===== src/rtl/al_word_loader.sv =====
// al_word_loader: executes single parameter-word loads for the auto-load
// sequencer; checks the header word, shifts data words into the config chain.
module al_word_loader #(
  parameter logic [5:0]        MAX_ADDR = 6'd33,
  parameter int                WORD_W   = 16,
  parameter int                RD_LAT   = 2,
  parameter logic [WORD_W-1:0] HDR_KEY  = 16'hA55A
) (
  input  logic              CLK,
  input  logic              RST_N,
  input  logic              AL_ENA,
  input  logic              EXECUTE,
  input  logic [5:0]        AL_CNT,
  input  logic              CLR_AL_DONE,
  input  logic [WORD_W-1:0] RD_DATA,
  output logic              RD_EN,
  output logic [5:0]        RD_ADDR,
  output logic              BUSY,
  output logic              AL_DONE,
  output logic              HDR_ERR,
  output logic              SER_DO,
  output logic              SER_EN,
  output logic              UPDATE,
  output logic [5:0]        REG_SEL
);

  typedef enum logic [2:0] {
    S_IDLE,
    S_RD,
    S_WAITD,
    S_SHIFT,
    S_UPD
  } state_t;

  localparam logic [2:0] LAT_INIT = 3'(RD_LAT);
  localparam logic [5:0] BITS     = 6'(WORD_W);

  state_t            state, state_d;
  logic [5:0]        addr, addr_d;
  logic [2:0]        lat, lat_d;
  logic [5:0]        bitcnt, bitcnt_d;
  logic [WORD_W-1:0] shreg, shreg_d;
  logic              rd_en, rd_en_d;
  logic              busy, busy_d;
  logic              al_done, al_done_d;
  logic              hdr_err, hdr_err_d;
  logic              ser_en, ser_en_d;
  logic              update, update_d;
  logic [5:0]        reg_sel, reg_sel_d;
  logic              set_done;
  logic              set_err;

  // Next-state and next-output logic for the load sequence.
  always_comb begin
    state_d   = state;
    addr_d    = addr;
    lat_d     = lat;
    bitcnt_d  = bitcnt;
    shreg_d   = shreg;
    rd_en_d   = rd_en;
    busy_d    = busy;
    ser_en_d  = ser_en;
    update_d  = update;
    reg_sel_d = reg_sel;
    set_done  = 1'b0;
    set_err   = 1'b0;

    unique case (state)
      S_IDLE: begin
        busy_d = 1'b0;
        if (EXECUTE && AL_ENA) begin
          addr_d  = AL_CNT;
          rd_en_d = 1'b1;
          busy_d  = 1'b1;
          lat_d   = LAT_INIT;
          state_d = S_RD;
        end
      end
      S_RD: begin
        rd_en_d = 1'b0;
        state_d = S_WAITD;
      end
      S_WAITD: begin
        if (lat == 3'd1) begin
          if (addr == 6'd0) begin
            if (RD_DATA != HDR_KEY) begin
              set_done = 1'b1;
              set_err  = 1'b1;
            end
            state_d = S_IDLE;
          end else begin
            shreg_d  = RD_DATA;
            ser_en_d = 1'b1;
            bitcnt_d = BITS;
            state_d  = S_SHIFT;
          end
        end else begin
          lat_d = lat - 3'd1;
        end
      end
      S_SHIFT: begin
        shreg_d = {shreg[WORD_W-2:0], 1'b0};
        if (bitcnt == 6'd1) begin
          ser_en_d  = 1'b0;
          update_d  = 1'b1;
          reg_sel_d = addr - 6'd1;
          state_d   = S_UPD;
        end else begin
          bitcnt_d = bitcnt - 6'd1;
        end
      end
      S_UPD: begin
        update_d = 1'b0;
        busy_d   = 1'b0;
        if (addr == MAX_ADDR) begin
          set_done = 1'b1;
        end
        state_d = S_IDLE;
      end
      default: begin
        state_d = S_IDLE;
      end
    endcase

    // Session end mid-load: drop everything, commit nothing.
    if (state != S_IDLE && !AL_ENA) begin
      state_d  = S_IDLE;
      rd_en_d  = 1'b0;
      ser_en_d = 1'b0;
      update_d = 1'b0;
      busy_d   = 1'b0;
      shreg_d  = '0;
      set_done = 1'b0;
      set_err  = 1'b0;
    end

    // Sticky flags; a clear beats a simultaneous set.
    al_done_d = CLR_AL_DONE ? 1'b0 : (al_done | set_done);
    hdr_err_d = CLR_AL_DONE ? 1'b0 : (hdr_err | set_err);
  end

  // State and output registers with synchronous reset.
  always_ff @(posedge CLK) begin
    if (!RST_N) begin
      state   <= S_IDLE;
      addr    <= '0;
      lat     <= '0;
      bitcnt  <= '0;
      shreg   <= '0;
      rd_en   <= 1'b0;
      busy    <= 1'b0;
      al_done <= 1'b0;
      hdr_err <= 1'b0;
      ser_en  <= 1'b0;
      update  <= 1'b0;
      reg_sel <= '0;
    end else begin
      state   <= state_d;
      addr    <= addr_d;
      lat     <= lat_d;
      bitcnt  <= bitcnt_d;
      shreg   <= shreg_d;
      rd_en   <= rd_en_d;
      busy    <= busy_d;
      al_done <= al_done_d;
      hdr_err <= hdr_err_d;
      ser_en  <= ser_en_d;
      update  <= update_d;
      reg_sel <= reg_sel_d;
    end
  end

  assign RD_EN   = rd_en;
  assign RD_ADDR = addr;
  assign BUSY    = busy;
  assign AL_DONE = al_done;
  assign HDR_ERR = hdr_err;
  assign SER_DO  = shreg[WORD_W-1];
  assign SER_EN  = ser_en;
  assign UPDATE  = update;
  assign REG_SEL = reg_sel;

endmodule


===== config.mk =====
export PLATFORM = sky130hd
export DESIGN_NAME = al_word_loader
export DESIGN_NICKNAME = d
export VERILOG_FILES = /design/src/rtl/al_word_loader.sv
export SDC_FILE = /design/constraint.sdc
export NUM_CORES = 1
export LEC_CHECK = 0
export BUFFER_PORTS_ARGS = -buffer_cell sky130_fd_sc_hd__buf_2
export CELL_PAD_IN_SITES_DETAIL_PLACEMENT = 2
export CELL_PAD_IN_SITES_GLOBAL_PLACEMENT = 2
export CORE_UTILIZATION = 30
export CTS_CLUSTER_SIZE = 16
export DETAILED_ROUTE_END_ITERATION = 8
export PLACE_DENSITY = 0.81
export SETUP_SLACK_MARGIN = 0.02
export SLEW_MARGIN = 40
export SYNTH_ARGS = -nofsm -noshare
export SYNTH_HDL_FRONTEND = slang
export SYNTH_SLANG_ARGS = --single-unit

===== constraint.sdc =====
create_clock -name CLK -period 4.35 [get_ports CLK]
set_input_delay 1.0875 -clock CLK [delete_from_list [all_inputs] [get_ports CLK]]
set_output_delay 1.0875 -clock CLK [all_outputs]
set_load 0.05 [all_outputs]

==> flow_metrics.tcl, run 1 <==
set metrics [dict create \
    fin_crit_sh_pct 50.08 \
    hp-start "HDR_ERR" \
    worst_pin_slew_ns 0.6483 \
    drc 0 \
    ant_nets 0 \
    syn_avg_cell_area_um2 9.114 \
    final_util_pct 36.59 \
    grt_usage_pct 17.25 \
    grt_pass1_vias 2067 \
    p_total_mw 0.8502 \
    r2r_start "state[0]" \
    io_pins 46 \
    cts_setup_buffers 0 \
    drt_pass1_iterations 4 \
    yosys.area.top_type_share_pct 41.07 \
    cts_resized 0 \
    drt_iter0_markers 66 \
    port_buffers 45 \
    numCtsBuffers 5 \
    cap_violations 0 \
    fin_crit_ns 2.178 \
    layout.cells.most_common "dfxtp_1" \
    dp_slack_ns 2.163 \
    powerDensity_nw_per_um2 320.4 \
    ys_ff_latch 46 \
    slew_violations 0 \
    viasPerCell 5.031 \
    yosysWarnings 0 \
    yosysSeqAreaShare_pct 41.07 \
    critPathSlowestCell "dfxtp_1" \
    hold_buffers 0 \
    multi_input_area_um2 1217 \
    relSlewSlack_pct 56.55 \
    synth-edff-count 0 \
    die_y_um 88.45 \
    cp_num_buf_inv 1 \
    rsz0062_at_grt "false" \
    arrival_ns 1.09 \
    pwr-share-seq_pct 51.3 \
    layout_common_cells "dfxtp_1, buf_2, nor2_1" \
    synthCells 246 \
    die_w_um 88.45 \
    antenna_cells 0 \
    initial_core_util_pct 30.91 \
    p_clk_share_pct 38.2 \
    holdPathEnd "HDR_ERR" \
    max_stage_delay_ns 0.47 \
    p_int_mw 0.6321 \
    wl_per_cell_um 16.16 \
    required_ns 3.26 \
    cts_tree "built" \
    p_leak_nw 1.152 \
    seqCellArea_um2 920.9 \
    fin_area_um2 2654 \
    synth_cell_types 49 \
    dieArea_um2 7823 \
    finalSetupTns_ns 0 \
    nFillCells 845 \
    p_sw_mw 0.2181 \
    antenna_found_initial 0 \
    hpwlAfterDp_mm 4.589 \
    placed_cell_area_um2 2544 \
    clkSlewWorstSetupHoldPaths_ns 0.10 \
    final_hold_viol_count 0 \
    cp_max_fo 6 \
    skew_ns 0.01425 \
    synth_top_cell_by_area "dfxtp_1" \
    critical_path_class "register to output pin" \
    layout-drive-gt1-share_pct 21.53 \
    synth_fp_nets 280 \
    syn_to_final_growth_pct 18.36 \
    num_rows 31 \
    ys.flop_type "dfxtp_1" \
    grt_pass1_wl_mm 10.12 \
    sw_frac_of_total_pct 25.66 \
    cts_root_buffer "clkbuf_8" \
    setup_ws_ns 2.172 \
    clock_path_buffers 2 \
    num_vias 1947 \
    p_comb_share_pct 10.5 \
    worstPathCellList "buf_2" \
    vdd_drop_max_uv 135.8 \
    gp_congestion 0.7868 \
    grt_overflow 0 \
    clock_sinks 46 \
    status "completed" \
    whs_path_depth 2 \
    setup_viol 0 \
    critPathTopFamily "flip-flops" \
    fmax_mhz 459.1 \
    start_kind "register" \
    rr_endpoint "REG_SEL[0]" \
    rr_worst_depth 4 \
    cts_max_level 2 \
    core_area_um2 7253 \
    reg2reg_slack_ns 2.26 \
    end_kind "output pin" \
    min_path_type "register to register" \
    fin_nets 321 \
    grt_max_degree 31 \
    clock_latency_ns 0.31 \
    routed_wirelength_mm 6.253 \
    synth_area_leaders "dfxtp_1, mux2i_1, a211oi_1, ha_1, nor2_1" \
    synth-async-reset-ratio_pct 0 \
    syn_area_um2 2242 \
]
-- cell usage after synthesis (all sizes together) (2+ instances only) --
cell,instances
a21boi,7
nand4,2
nor4bb,2
nand3,5
nor3b,3
o21ai,9
nor2,23
o211a,4
mux2i,16
clkbuf,6
inv,9
nor2b,8
xor2,2
dfxtp,46
xnor2,6
nand2b,3
nand3b,2
or3,2
buf,8
ha,7
a31oi,3
nor3,8
a211oi,18
a21oi,8
nand2,22
-- power by group through the flow --
stage	Clock, mW	Sequential [mW]	Combinational (mW)
floorplan	0	0.456	0.0469
global placement	0	0.445	0.0879
detailed placement	0	0.446	0.0904
CTS	0.339	0.436	0.0916
global route	0.357	0.437	0.0986
finish	0.325	0.436	0.0895
-- cell type report --
cell class                 instances  area share [%]
timing repair buffer              48           9.335
multi-input combinational        177           45.87
inverter                           9           1.273
clock inverter                     2           1.414
sequential                        46           34.70
tap                               99           4.668
clock buffer                       6           2.735
-- worst max-delay path by stage --
stage | slack, ns | startpoint | endpoint | depth (start not counted)
2_1_floorplan | 2.23 | RD_ADDR[0] | bitcnt[3] | 6
3_3_place_gp | 2.21 | RD_DATA[2] | HDR_ERR | 5
3_5_place_dp | 2.16 | RD_DATA[2] | HDR_ERR | 5
4_1_cts | 2.15 | RD_ADDR[2] | RD_ADDR[2] | 1
5_1_grt | 2.11 | state[0] | REG_SEL[0] | 4
6_report | 2.17 | RD_ADDR[2] | RD_ADDR[2] | 1
-- sequential cells by signal, indices dropped and copies added (netlist names), 3 cells and up --
signal	cells
state	3
REG_SEL	6
shreg	16
lat	3
bitcnt	6
RD_ADDR	6
-- metal layers --
layer  wire length (µm)  up-vias  share of wire (%)  global-route usage [%]
li1                   -      961                  -                       -
met1               2893      950                 46                   21.40
met5                  0        -                  0                       0
met3                168        6                2.7                   3.265
met2               3107       30                 50                   29.86
met4                 84        0                1.3                   6.012
-- kinds of logic after synthesis --
kind of cell / synth area share [%]
AOI/OAI and AO/OA: 20.26
and+or+nand+nor: 19.87
adders and majority gates: 3.906
DFF: 41.07
buffers and inverters: 4.631
muxes: 7.143
xor gates and xnor gates: 3.125
-- stage by stage --
stage / cells / hold slack, ns
after floorplan: 246 / 0.4312
after global placement: 379 / 0.4484
after detailed placement: 379 / 0.4638
after CTS: 387 / 0.4856
after global routing: 387 / 0.5200
final: 387 / 0.4808
(Power assumes the default switching activity.)
==> inputs of run 2 (changes only) <==
==> constraint.sdc (replaced) <==
create_clock -name CLK -period 2.05 [get_ports CLK]
set_input_delay 0.5125 -clock CLK [delete_from_list [all_inputs] [get_ports CLK]]
set_output_delay 0.5125 -clock CLK [all_outputs]
set_load 0.05 [all_outputs]
==> run 2 against run 1 <==
Worst hold slack worse by 0.044 ns. Die area stayed put. Via count is 2.1% higher. Total power is 110% higher. Final area is 3.0% higher. Sequential share of layout area is 0.91 points lower. Critical path depth is 5 higher. Clock-buffer cell count is 1 higher. Clock power is 110% higher. Wire length is 2.4% higher. Register-to-register slack worse by 2.0 ns. Utilization is 1.1 points higher. Critical endpoint is now bitcnt[1]. Largest cell class unchanged.
==> flow_metrics.tcl, run 2 (same netlist as run 1, synthesis figures left out) <==
set metrics [dict create \
    status "completed" \
    clock_latency_ns 0.30 \
    finalSetupTns_ns 0 \
    setup_ws_ns 0.2135 \
    grt_max_degree 31 \
    r2r_start "RD_ADDR[0]" \
    hpwlAfterDp_mm 4.856 \
    critPathSlowestCell "a211oi_2" \
    worstPathCellList "inv_1 > ha_1 > nor2b_1 > a211oi_2 > nor2_1 > a32o_1" \
    critPathTopFamily "compound AO/OA/AOI/OAI gates" \
    reg2reg_slack_ns 0.21 \
    relSlewSlack_pct 60.92 \
    grt_usage_pct 17.54 \
    start_kind "register" \
    num_vias 1987 \
    cap_violations 0 \
    rr_worst_depth 6 \
    clkSlewWorstSetupHoldPaths_ns 0.09 \
    wl_per_cell_um 16.18 \
    num_rows 31 \
    cp_max_fo 6 \
    largest_register_ffs 16 \
    die_w_um 88.45 \
    layout_common_cells "buf_2, dfxtp_1, nor2_1" \
    grt_pass1_vias 2090 \
    dp_slack_ns 0.2623 \
    slew_violations 0 \
    gp_congestion 0.7491 \
    syn_to_final_growth_pct 21.87 \
    largest_register "shreg" \
    cts_max_level 2 \
    p_leak_nw 1.202 \
    routed_wirelength_mm 6.406 \
    required_ns 2.25 \
    fmax_mhz 544.5 \
    worst_pin_slew_ns 0.5831 \
    clock_sinks 46 \
    cts_setup_buffers 0 \
    cts_tree "built" \
    core_area_um2 7253 \
    vdd_drop_max_uv 216.2 \
    cts_resized 0 \
    cp_num_buf_inv 1 \
    drt_pass1_iterations 4 \
    setup_viol 0 \
    io_pins 46 \
    viasPerCell 5.018 \
    powerDensity_nw_per_um2 661.8 \
    drc 0 \
    clock_path_buffers 2 \
    numCtsBuffers 5 \
    min_path_type "input pin to register" \
    hold_buffers 0 \
    endpoint "bitcnt[1]" \
    crit_cells 6 \
    drt_iter0_markers 45 \
    port_buffers 45 \
    fin_crit_ns 1.836 \
    arrival_ns 2.04 \
    antenna_found_initial 0 \
    skew_ns 0.004462 \
    rr_endpoint "bitcnt[1]" \
    rsz0062_at_grt "false" \
    ant_nets 0 \
    crit_start "RD_ADDR[0]" \
    max_stage_delay_ns 0.48 \
    cts_root_buffer "clkbuf_8" \
    fin_nets 330 \
    antenna_cells 0 \
    end_kind "register" \
    fin_crit_sh_pct 89.58 \
    final_hold_viol_count 0 \
    layout.cells.most_common "buf_2" \
    initial_core_util_pct 30.91 \
    grt_overflow 0 \
    layout-drive-gt1-share_pct 24.24 \
    critical_path_class "register to register" \
    grt_pass1_wl_mm 10.45 \
    dieArea_um2 7823 \
    die_y_um 88.45 \
]
-- run 2: cell count changes in the layout (fill, tap and decap cells not counted), sizes merged --
| cell | delta |
|---|---|
| clkbuf | +1 |
| clkinvlp | -1 |
| buf | +9 |
-- run 2: worst reg2reg max path, delay by kind of cell (launching register included) --
kind | cells | cell delay, ns
buf+inv | 1 | 0.10
compound gates | 2 | 0.76
flops | 1 | 0.37
fa+ha+maj | 1 | 0.22
simple gates | 2 | 0.29
-- run 2: worst min-delay path by stage --
stage | start | endpoint | slack (ns) | cells after the start
2_1_floorplan | shreg[0] | shreg[0] | 0.43 | 2
6_report | AL_CNT[2] | RD_ADDR[2] | 0.44 | 3
3_3_place_gp | HDR_ERR | HDR_ERR | 0.46 | 2
4_1_cts | AL_CNT[2] | RD_ADDR[2] | 0.43 | 3
5_1_grt | AL_CNT[0] | RD_ADDR[0] | 0.44 | 3
3_5_place_dp | shreg[0] | shreg[0] | 0.46 | 2
-- run 2: final cells by class --
| type | count | area [µm²] |
|---|---|---|
| multi-input combinational | 177 | 1217 |
| clock buffer | 7 | 76.32 |
| inverter | 9 | 33.78 |
| clock inverter | 1 | 30.03 |
| sequential | 46 | 923.4 |
| timing repair buffer | 57 | 327.8 |
| fill | 839 | 4521 |
| tap | 99 | 123.9 |
-- run 2: report_power, final --
group	switching (mW)	leakage (nW)	internal, mW	total, mW
combinational	0.126	0.777	0.0771	0.204
sequential	0.0153	0.373	0.907	0.922
clock	0.318	0.0524	0.365	0.683
-- run 2: routing by layer --
metal	global-route usage [%]	part of all wire (%)	up-vias
li1	-	-	984
met1	23.22	47	964
met2	29.30	49	33
met3	3.451	3.2	6
met4	4.399	0.98	0
met5	0	0	-
-- run 2: through the flow --
stage	cell area [µm²]	hold slack, ns	std cells	power (mW)	util, %
global placement	2626	0.4577	388	1.140	36.21
CTS	2733	0.4329	396	1.833	37.67
floorplan	2245	0.4312	246	1.067	-
finish	2733	0.4371	396	1.809	37.67
detailed placement	2626	0.4632	388	1.148	36.21
global route	2733	0.4405	396	1.887	37.67
==> inputs of run 3 (changes only) <==
--- a/config.mk
+++ b/config.mk
@@ -9,6 +9,7 @@
 export CELL_PAD_IN_SITES_DETAIL_PLACEMENT = 2
 export CELL_PAD_IN_SITES_GLOBAL_PLACEMENT = 2
 export CORE_UTILIZATION = 30
+export CTS_BUF_LIST = sky130_fd_sc_hd__clkbuf_16
 export CTS_CLUSTER_SIZE = 16
 export DETAILED_ROUTE_END_ITERATION = 8
 export PLACE_DENSITY = 0.81
==> run 3 against run 2 <==
Clock power is 32% higher. Final cell count is the same. Worst hold slack gained 0.026 ns. Worst setup slack better by 0.0030 ns. Largest cell class unchanged. Largest power group unchanged.
==> flow_metrics.tcl, run 3 (same netlist as run 1, synthesis figures left out) <==
set metrics [dict create \
    status "completed" \
    io_pins 46 \
    core_area_um2 7253 \
    layout_common_cells "buf_2, dfxtp_1, nor2_1" \
    max_stage_delay_ns 0.38 \
    layout-drive-gt1-share_pct 24.24 \
    cp_max_fo 5 \
    fin_area_um2 2789 \
    cts_root_buffer "clkbuf_16" \
    routed_wirelength_mm 6.633 \
    r2r_start "RD_ADDR[0]" \
    wl_per_cell_um 16.75 \
    gp_congestion 0.7491 \
    crit_cells 6 \
    drt_pass1_iterations 6 \
    setup_viol 0 \
    antenna_cells 0 \
    fin_nets 330 \
    arrival_ns 2.04 \
    multi_input_area_um2 1217 \
    grt_pass1_vias 2168 \
    largest_register_ffs 16 \
    rsz0062_at_grt "false" \
    cp_num_buf_inv 1 \
    p_int_mw 1.551 \
    antenna_found_initial 0 \
    whs_ns 0.4629 \
    layout.cells.most_common "buf_2" \
    die_w_um 88.45 \
    drt_iter0_markers 45 \
    cts_max_level 2 \
    p_sw_mw 0.4781 \
    cts_tree "built" \
    p_leak_nw 1.236 \
    dp_slack_ns 0.2623 \
    grt_overflow 0 \
    numCtsBuffers 5 \
    syn_to_final_growth_pct 24.39 \
    dieArea_um2 7823 \
    seqCellArea_um2 923.4 \
    hold_buffers 0 \
    ant_nets 0 \
    cts_resized 0 \
    grt_pass1_wl_mm 10.83 \
    fmax_mhz 545.4 \
    cap_violations 0 \
    placed_cell_area_um2 2626 \
    reg2reg_slack_ns 0.22 \
    final_hold_viol_count 0 \
    end_kind "register" \
    critPathSlowestCell "a221o_1" \
    worstPathCellList "inv_1 > ha_1 > nor3b_1 > a221o_1 > or3_1 > a21oi_1" \
    num_rows 31 \
    port_buffers 45 \
    vdd_drop_max_uv 342.9 \
    clock_sinks 46 \
    drc 0 \
    start_kind "register" \
    stdcell_count 396 \
    rr_worst_depth 6 \
    slew_violations 0 \
    endpoint "bitcnt[3]" \
    p_clk_share_pct 44.5 \
    critical_path_class "register to register" \
    largest_register "shreg" \
    rr_endpoint "bitcnt[3]" \
    clock_latency_ns 0.28 \
    clock_path_buffers 2 \
    grt_max_degree 31 \
    sw_frac_of_total_pct 23.56 \
    dp.cells 388 \
    clkSlewWorstSetupHoldPaths_ns 0.06 \
    initial_core_util_pct 30.91 \
    nFillCells 831 \
    relSlewSlack_pct 64.14 \
    skew_ns 0.003408 \
    grt_usage_pct 18.15 \
    worst_pin_slew_ns 0.5350 \
    crit_start "RD_ADDR[0]" \
    finalSetupTns_ns 0 \
    cts_setup_buffers 0 \
    pwr-share-seq_pct 45.5 \
    num_vias 2025 \
    fin_crit_ns 1.833 \
    hpwlAfterDp_mm 4.856 \
    setup_ws_ns 0.2166 \
    min_path_type "input pin to register" \
    p_comb_share_pct 10.0 \
    powerDensity_nw_per_um2 727.7 \
    required_ns 2.25 \
    viasPerCell 5.114 \
    critPathTopFamily "compound AO/OA/AOI/OAI gates" \
    die_y_um 88.45 \
    fin_crit_sh_pct 89.44 \
]
[run 3: changes by cell type in the layout (fill, tap and decap cells not counted), sizes merged]
cell,change
clkbuf,-2
inv,+2
[run 3: routing by layer]
metal	GRT usage, %	part of all wire [%]	wire [µm]	vias to the layer above
li1	-	-	-	984
met1	22.81	45	2984	1002
met2	32.10	51	3388	33
met3	2.985	2.8	186	6
met4	4.839	1.1	74	0
met5	0	0	0	-
[run 3: through the flow]
step | util [%] | total power, mW
3_5_place_dp | 36.21 | 1.148
2_1_floorplan | - | 1.067
6_report | 38.45 | 2.029
3_3_place_gp | 36.21 | 1.140
5_1_grt | 38.45 | 2.108
4_1_cts | 38.45 | 2.055
[run 3: area by class of cell]
| cell class | instances | share of cell area [%] |
|---|---|---|
| multi-input cells | 177 | 43.65 |
| flip-flops and latches | 46 | 33.11 |
| repair buffers | 57 | 11.75 |
| clock buffers | 5 | 4.486 |
| well taps | 99 | 4.441 |
| clock inverters | 3 | 1.346 |
| inverters | 9 | 1.211 |
[run 3: power groups by stage]
stage | sequential (mW) | combinational (mW) | clock, mW
after global placement | 0.941 | 0.199 | 0
after detailed placement | 0.943 | 0.205 | 0
final | 0.923 | 0.204 | 0.903
after floorplan | 0.968 | 0.0996 | 0
after CTS | 0.923 | 0.207 | 0.925
after global routing | 0.925 | 0.224 | 0.959
[run 3: how the worst min path moves through the flow]
stage              start          to  slack [ns]  cells past startpoint
2_1_floorplan   shreg[0]    shreg[0]        0.43                      2
3_3_place_gp     HDR_ERR     HDR_ERR        0.46                      2
3_5_place_dp    shreg[0]    shreg[0]        0.46                      2
4_1_cts        AL_CNT[2]  RD_ADDR[2]        0.46                      3
5_1_grt        AL_CNT[0]  RD_ADDR[0]        0.47                      3
6_report       AL_CNT[2]  RD_ADDR[2]        0.46                      3
[run 3: worst register-to-register path: stages, from the launching register on]
cell and delay [ns]:
dfxtp_2 0.36, inv_1 0.10, ha_1 0.22, nor3b_1 0.16, a221o_1 0.38, or3_1 0.36, a21oi_1 0.18
